### src/rtl/text_row_scheduler_pkg.sv
// rtl/text_row_scheduler_pkg.sv - shared types and constants for the OLED text row scheduler
//
// Purpose: state encoding, row-source IDs, pixel address field positions,
// the row-map entry type and the glyph blank test used by the scheduler.
// Ports: none (package).
package text_row_scheduler_pkg;

    typedef enum logic [1:0] {
        ST_IDLE      = 2'd0,
        ST_CHAR_WAIT = 2'd1,
        ST_FONT_WAIT = 2'd2,
        ST_OUTPUT    = 2'd3
    } state_t;

    localparam logic [1:0] SRC_UART     = 2'd0;
    localparam logic [1:0] SRC_BIN      = 2'd1;
    localparam logic [1:0] SRC_HEXDEC   = 2'd2;
    localparam logic [1:0] SRC_PROGRESS = 2'd3;

    // pixelAddress = {row[1:0], half, charIdx[3:0], column[2:0]}
    localparam int ADDR_COL_LSB  = 0;
    localparam int ADDR_COL_MSB  = 2;
    localparam int ADDR_CHAR_LSB = 3;
    localparam int ADDR_CHAR_MSB = 6;
    localparam int ADDR_HALF_BIT = 7;
    localparam int ADDR_ROW_LSB  = 8;
    localparam int ADDR_ROW_MSB  = 9;

    localparam logic [7:0] BLANK_THRESHOLD = 8'h20;

    typedef struct packed {
        logic [1:0] src;
        logic       raw;
    } row_map_t;

    // Control characters and the upper half of the code space have no glyph.
    function automatic logic is_blank(input logic [7:0] ch);
        return (ch < BLANK_THRESHOLD) || ch[7];
    endfunction

endpackage

### src/rtl/text_row_scheduler_row_map_regs.sv
// rtl/text_row_scheduler_row_map_regs.sv - 4-entry row-to-source configuration register file
//
// Purpose: holds {src, raw} for each of the four screen rows, with reset
// defaults rows 0..2 = sources 0..2 as text and row 3 = source 3 as raw.
// Ports:
//   clk, resetN            clock, async active-low reset
//   cfg_write              write enable; entry updates at the next clk edge
//   cfg_row/src/raw        entry index and new contents
//   rd_row, rd_entry       combinational read port
module row_map_regs
    import text_row_scheduler_pkg::*;
(
    input  logic       clk,
    input  logic       resetN,
    input  logic       cfg_write,
    input  logic [1:0] cfg_row,
    input  logic [1:0] cfg_src,
    input  logic       cfg_raw,
    input  logic [1:0] rd_row,
    output row_map_t   rd_entry
);

    row_map_t map_q [4];
    row_map_t map_d [4];

    always_comb begin
        for (int i = 0; i < 4; i++) begin
            map_d[i] = map_q[i];
        end
        if (cfg_write) begin
            map_d[cfg_row] = '{src: cfg_src, raw: cfg_raw};
        end
    end

    always_ff @(posedge clk or negedge resetN) begin
        if (!resetN) begin
            map_q[0] <= '{src: SRC_UART,     raw: 1'b0};
            map_q[1] <= '{src: SRC_BIN,      raw: 1'b0};
            map_q[2] <= '{src: SRC_HEXDEC,   raw: 1'b0};
            map_q[3] <= '{src: SRC_PROGRESS, raw: 1'b1};
        end else begin
            for (int i = 0; i < 4; i++) begin
                map_q[i] <= map_d[i];
            end
        end
    end

    assign rd_entry = map_q[rd_row];

endmodule

### src/rtl/text_row_scheduler.sv
// rtl/text_row_scheduler.sv - per-pixel-byte sequencer between screen driver, row sources and font ROM
//
// Purpose: accepts one pixel-byte request at a time, selects the mapped row
// source, waits out source and font latencies and returns one pixel byte.
// Ports:
//   clk, resetN                      clock, async active-low reset
//   pixelReq, pixelAddress           request from the screen driver
//   pixelData, pixelValid, busy      response and handshake
//   cfgWrite, cfgRow, cfgSrc, cfgRaw row-map configuration
//   charIndex, rowAddress, srcSel    drive to the row sources
//   srcByte0..srcByte3               row source outputs
//   fontAddr, fontData               external font ROM
module text_row_scheduler
    import text_row_scheduler_pkg::*;
#(
    parameter int CHAR_LATENCY = 2,
    parameter int FONT_LATENCY = 1
) (
    input  logic       clk,
    input  logic       resetN,
    input  logic       pixelReq,
    input  logic [9:0] pixelAddress,
    output logic [7:0] pixelData,
    output logic       pixelValid,
    output logic       busy,
    input  logic       cfgWrite,
    input  logic [1:0] cfgRow,
    input  logic [1:0] cfgSrc,
    input  logic       cfgRaw,
    output logic [3:0] charIndex,
    output logic [9:0] rowAddress,
    output logic [1:0] srcSel,
    input  logic [7:0] srcByte0,
    input  logic [7:0] srcByte1,
    input  logic [7:0] srcByte2,
    input  logic [7:0] srcByte3,
    output logic [10:0] fontAddr,
    input  logic [7:0] fontData
);

    localparam logic [2:0] CHAR_LAST = 3'(CHAR_LATENCY - 1);
    localparam logic [2:0] FONT_LAST = 3'(FONT_LATENCY - 1);

    state_t      state_q, state_d;
    logic [7:0]  pixel_data_q, pixel_data_d;
    logic [3:0]  char_index_q, char_index_d;
    logic [9:0]  row_address_q, row_address_d;
    logic [1:0]  src_sel_q, src_sel_d;
    logic        raw_q, raw_d;
    logic [7:0]  char_latch_q, char_latch_d;
    logic [10:0] font_addr_q, font_addr_d;
    logic [2:0]  cnt_q, cnt_d;
    logic        latched_q, latched_d;

    row_map_t    map_entry;
    logic [7:0]  src_byte_sel;

    row_map_regs u_row_map (
        .clk       (clk),
        .resetN    (resetN),
        .cfg_write (cfgWrite),
        .cfg_row   (cfgRow),
        .cfg_src   (cfgSrc),
        .cfg_raw   (cfgRaw),
        .rd_row    (pixelAddress[ADDR_ROW_MSB:ADDR_ROW_LSB]),
        .rd_entry  (map_entry)
    );

    always_comb begin
        case (src_sel_q)
            SRC_UART:   src_byte_sel = srcByte0;
            SRC_BIN:    src_byte_sel = srcByte1;
            SRC_HEXDEC: src_byte_sel = srcByte2;
            default:    src_byte_sel = srcByte3;
        endcase
    end

    always_comb begin
        state_d       = state_q;
        pixel_data_d  = pixel_data_q;
        char_index_d  = char_index_q;
        row_address_d = row_address_q;
        src_sel_d     = src_sel_q;
        raw_d         = raw_q;
        char_latch_d  = char_latch_q;
        font_addr_d   = font_addr_q;
        cnt_d         = cnt_q;
        latched_d     = latched_q;

        case (state_q)
            ST_IDLE: begin
                if (pixelReq) begin
                    row_address_d = pixelAddress;
                    char_index_d  = pixelAddress[ADDR_CHAR_MSB:ADDR_CHAR_LSB];
                    src_sel_d     = map_entry.src;
                    raw_d         = map_entry.raw;
                    cnt_d         = 3'd0;
                    latched_d     = 1'b0;
                    state_d       = ST_CHAR_WAIT;
                end
            end
            ST_CHAR_WAIT: begin
                // Two phases: count the source latency and latch the byte,
                // then classify the latched byte in the following cycle.
                if (!latched_q) begin
                    if (cnt_q == CHAR_LAST) begin
                        char_latch_d = src_byte_sel;
                        latched_d    = 1'b1;
                        cnt_d        = 3'd0;
                    end else begin
                        cnt_d = cnt_q + 3'd1;
                    end
                end else if (raw_q) begin
                    pixel_data_d = char_latch_q;
                    state_d      = ST_OUTPUT;
                end else if (is_blank(char_latch_q)) begin
                    pixel_data_d = 8'h00;
                    state_d      = ST_OUTPUT;
                end else begin
                    font_addr_d = {char_latch_q[6:0], row_address_q[ADDR_HALF_BIT],
                                   row_address_q[ADDR_COL_MSB:ADDR_COL_LSB]};
                    cnt_d       = 3'd0;
                    state_d     = ST_FONT_WAIT;
                end
            end
            ST_FONT_WAIT: begin
                if (cnt_q == FONT_LAST) begin
                    pixel_data_d = fontData;
                    state_d      = ST_OUTPUT;
                end else begin
                    cnt_d = cnt_q + 3'd1;
                end
            end
            default: begin
                state_d = ST_IDLE;
            end
        endcase
    end

    always_ff @(posedge clk or negedge resetN) begin
        if (!resetN) begin
            state_q       <= ST_IDLE;
            pixel_data_q  <= 8'h00;
            char_index_q  <= 4'd0;
            row_address_q <= 10'd0;
            src_sel_q     <= 2'd0;
            raw_q         <= 1'b0;
            char_latch_q  <= 8'h00;
            font_addr_q   <= 11'd0;
            cnt_q         <= 3'd0;
            latched_q     <= 1'b0;
        end else begin
            state_q       <= state_d;
            pixel_data_q  <= pixel_data_d;
            char_index_q  <= char_index_d;
            row_address_q <= row_address_d;
            src_sel_q     <= src_sel_d;
            raw_q         <= raw_d;
            char_latch_q  <= char_latch_d;
            font_addr_q   <= font_addr_d;
            cnt_q         <= cnt_d;
            latched_q     <= latched_d;
        end
    end

    assign pixelData  = pixel_data_q;
    assign pixelValid = (state_q == ST_OUTPUT);
    assign busy       = (state_q != ST_IDLE);
    assign charIndex  = char_index_q;
    assign rowAddress = row_address_q;
    assign srcSel     = src_sel_q;
    assign fontAddr   = font_addr_q;

endmodule

### config.mk
export PLATFORM = sky130hd
export DESIGN_NAME = text_row_scheduler
export DESIGN_NICKNAME = d
export VERILOG_FILES = /design/src/rtl/text_row_scheduler_pkg.sv /design/src/rtl/text_row_scheduler_row_map_regs.sv /design/src/rtl/text_row_scheduler.sv
export SDC_FILE = /design/constraint.sdc
export NUM_CORES = 1
export LEC_CHECK = 0
export CORE_MARGIN = 10
export CORE_UTILIZATION = 49
export DETAILED_ROUTE_END_ITERATION = 12
export PLACE_DENSITY = 0.9
export SLEW_MARGIN = 0
export SYNTH_ARGS = -nofsm -noshare
export SYNTH_HDL_FRONTEND = slang
export SYNTH_SLANG_ARGS = --single-unit
export TNS_END_PERCENT = 30
### constraint.sdc
create_clock -name clk -period 2.98 [get_ports clk]
set_clock_uncertainty 0.05 [all_clocks]
set_input_delay 0.596 -clock clk [delete_from_list [all_inputs] [get_ports clk]]
set_output_delay 0.596 -clock clk [all_outputs]
set_load 0.05 [all_outputs]
==> key figures <==
STA
  – Post-route setup TNS: 0 ns
  – Hold Fails Final Rpt: 0
  – Transition time at the pin with the least slew margin: roughly 0.80 ns
  – Hold slack final: 0.2971 ns
  – Setup repair after global routing missed its margin: no
  – Relative slew margins: 0.4681
  – Maximum clock frequency: between 300 and 400 MHz
  – Setup violation total in the final timing report: 0
  – Clock period minus worst slack: 2.579 ns
  – Share of the clock period used by the worst path after layout: 0.8654
  – Number of max-slew violations in the final report: 0

Worst setup path
  – Worst setup SP type: register
  – Worst endpoint data arrival time: 1.93 ns
  – Kind of end point of the critical path: output pin
  – Slowest stage delay, CP: 0.93 ns
  – Peak fanout along the critical path: 10
  – Number of buffer and inverter stages on the critical path: 1
  – Cell family with most CP delay: buffers and inverters
  – Series of cell instances along the critical path: clkdlybuf4s50_1
  – Required time worst endpoint: 2.33 ns
  – Startpoint-to-endpoint class of the critical path: reg -> out
  – Slowest CP cell: sky130_fd_sc_hd__clkdlybuf4s50_1

GRT
  – Initial antenna violation count: 0
  – Number of global-route vias before repair: 2202
  – GRT Overall Usage: 0.1578
  – Total global routing overflow: 0
  – First-pass GRT wire length: between 10000 and 15000 µm
  – Pin count of the biggest net entering global routing: 37

Outcome
  – Outcome: finished, final reports clean

Floorplanning
  – DIE HEIGHT: 96.05 µm
  – Placement Rows: 27
  – Die Outline Area: between 9000 and 10000 µm²
  – Top-Level Pins: 96
  – Core Region: 5574 µm²
  – Effective utilization at floorplan: 0.5084
  – Die Width: 96.05 µm

Drt
  – Vias/cell: between 5 and 6
  – Iteration-0 DRC Markers: 79
  – Wire per inst: 19.30 µm
  – Initial DRT Pass Iterations: 4
  – Sum of routed wire length over all layers: 7102 µm
  – Antenna-violating nets left: 0
  – Routed via count: 1948
  – Number of design rule violations left after detail routing: 0

Cells and area
  – Fill cells: 381
  – Share of layout cells above drive strength 1: 0.3108
  – Antenna cell count: 0
  – Finished Cell Area: 3998 µm²
  – Finished Core Util: 0.7172
  – Final Net Count: 357
  – Syn-to-layout area delta: 41.06%

Clocking
  – Deepest level of the CTS H-tree: 3
  – Number of sinks driven by the clock tree: 58
  – Max Buffers Root-to-Sink: 2
  – CTS tree: yes
  – CTS buffer count: 9
  – Post-CTS setup buffer count: 0
  – Buffer cell driving the clock tree root: sky130_fd_sc_hd__clkbuf_8
  – Clock latency on the worst-skew pair: 0.33 ns
  – Number of buffers inserted by hold repair at cts: 0
  – Clock-pin transition on the worst setup and hold timing paths: 0.07 ns
  – Count of cells resized by post-cts repair: 0

Synthesis
  – Synth Net Count: roughly 260
  – Part of the Yosys area used for sequential elements: 0.5143
  – Yosys warning count: 0
  – Synthesized area per cell: 14.68 µm²
  – Post-Synthesis Cells: 193
  – Cell area after synthesis: 2834 µm²
  – Flop and latch count out of synthesis: 58
  – Distinct cells, synth: 35

Flow run
  – Maxcap violations: 0

Power
  – Worst VDD drop: ~1.0 mV
  – Reported leakage power: 1.711 nW
  – P per Cell Area: 1069 nW/µm²

Hold path
  – Worst hold-check path type: in -> async

Placement
  – Sum of net half-perimeters after detailed placement: 5607 µm
  – Post-detailed-placement cell area: 3824 µm²
  – Routability congestion estimate from global placement: between 0.7 and 0.8
  – Number of port buffers: 95
[kinds of logic (layout without fill, tap and decap cells)]
kind of cell | count (synthesis) | in the layout | synth area share
buf+inv | 20 | 123 | 0.03753
compound gates | 20 | 20 | 0.05210
simple gates | 21 | 21 | 0.04548
fa+ha+maj | 7 | 7 | 0.03090
mux | 67 | 67 | 0.3197
flops | 58 | 58 | 0.5143
[synthesized netlist by cell type (all sizes together)]
cell type	count	area share
o21a	1	0.0026
dfstp	5	0.046
a211o	1	0.0031
nand4b	1	0.0031
nor4	1	0.0044
o22ai	1	0.0022
o2111ai	1	0.0031
nand3b	2	0.0053
mux2	54	0.23
nor2	3	0.0049
a22o	7	0.022
mux4	11	0.087
nand3	1	0.0018
o21ai	3	0.0053
a211oi	1	0.0026
nor3b	1	0.0026
buf	10	0.024
nand2	5	0.0066
a31oi	1	0.0022
mux2i	2	0.0071
o221ai	1	0.0031
inv	8	0.011
dfrtp	53	0.47
ha	7	0.031
clkbuf	2	0.0026
nor3	1	0.0035
nand2b	1	0.0022
a21oi	2	0.0035
o31ai	1	0.0026
nor2b	5	0.011
[through the flow]
step                std cells  worst slack [ns]  power, mW
finish                    368            0.4012      4.274
global route              368            0.2633      4.497
CTS                       368            0.3654      4.313
detailed placement        352            0.7307      3.652
global placement          352            0.7476      3.577
floorplan                 193             1.098      2.999
[worst paths after layout]
kind	start	end	slack (ns)	cells past startpoint
max	srcSel[0]$_DFFE_PN0P_	srcSel[0]	0.40	1
min	resetN	u_row_map.map_q[8]$_DFFE_PN0P_	0.30	1
max reg2reg	state_q[0]$_DFFE_PN0P_	pixelData[5]$_DFFE_PN0P_	0.80	6
min reg2reg	rowAddress[9]$_DFFE_PN0P_	rowAddress[9]$_DFFE_PN0P_	0.46	1
max in group asynchronous	resetN	fontAddr[8]$_DFFE_PN0P_	1.89	2
min in group clk	rowAddress[9]$_DFFE_PN0P_	rowAddress[9]$_DFFE_PN0P_	0.46	1
[state kept, by name, summed over array words and instances, names as in the netlist]
register         flops
charIndex            3
char_latch_q         8
cnt_q                3
fontAddr            11
latched_q            1
pixelData            8
raw_q                1
rowAddress           7
srcSel               2
state_q              2
u_row_map.map_q     12
[layout make-up]
cell class | count | area [µm²] | area share
clock buffers | 13 | 158.9 | 0.03975
clock inverters | 3 | 15.01 | 0.003756
inverters | 8 | 30.03 | 0.007512
multi-input cells | 115 | 1270 | 0.3177
flip-flops and latches | 58 | 1458 | 0.3646
well taps | 72 | 90.09 | 0.02254
repair buffers | 99 | 975.9 | 0.2441
[where the power goes]
| part | internal [mW] | switching [mW] |
|---|---|---|
| clock | 0.343 | 0.299 |
| combinational | 1.03 | 1.29 |
| sequential | 1.08 | 0.229 |
[cell usage in the layout (no fill, tap or decap), types with 3 or more instances in the layout]
| master | n |
|---|---|
| sky130_fd_sc_hd__inv_1 | 8 |
| sky130_fd_sc_hd__mux4_2 | 11 |
| sky130_fd_sc_hd__a22o_1 | 7 |
| sky130_fd_sc_hd__mux2_4 | 8 |
| sky130_fd_sc_hd__clkdlybuf4s50_1 | 94 |
| sky130_fd_sc_hd__clkinv_2 | 3 |
| sky130_fd_sc_hd__mux2_2 | 46 |
| sky130_fd_sc_hd__dfstp_2 | 5 |
| sky130_fd_sc_hd__nand2_1 | 5 |
| sky130_fd_sc_hd__nor2b_1 | 5 |
| sky130_fd_sc_hd__ha_1 | 7 |
| sky130_fd_sc_hd__buf_4 | 4 |
| sky130_fd_sc_hd__clkbuf_8 | 11 |
| sky130_fd_sc_hd__dfrtp_1 | 53 |
[routing by layer]
layer  wire length, µm  vias to the layer above  GRT usage  share of wire
met3               857                       14    0.09494           0.12
met2              3552                       75     0.2584           0.50
li1                  -                      908          -              -
met1              2558                      951     0.1603           0.36
met4               133                        0    0.06511          0.019
met5                 0                        -          0              0
Note: power is estimated with default switching activity, not from simulation.
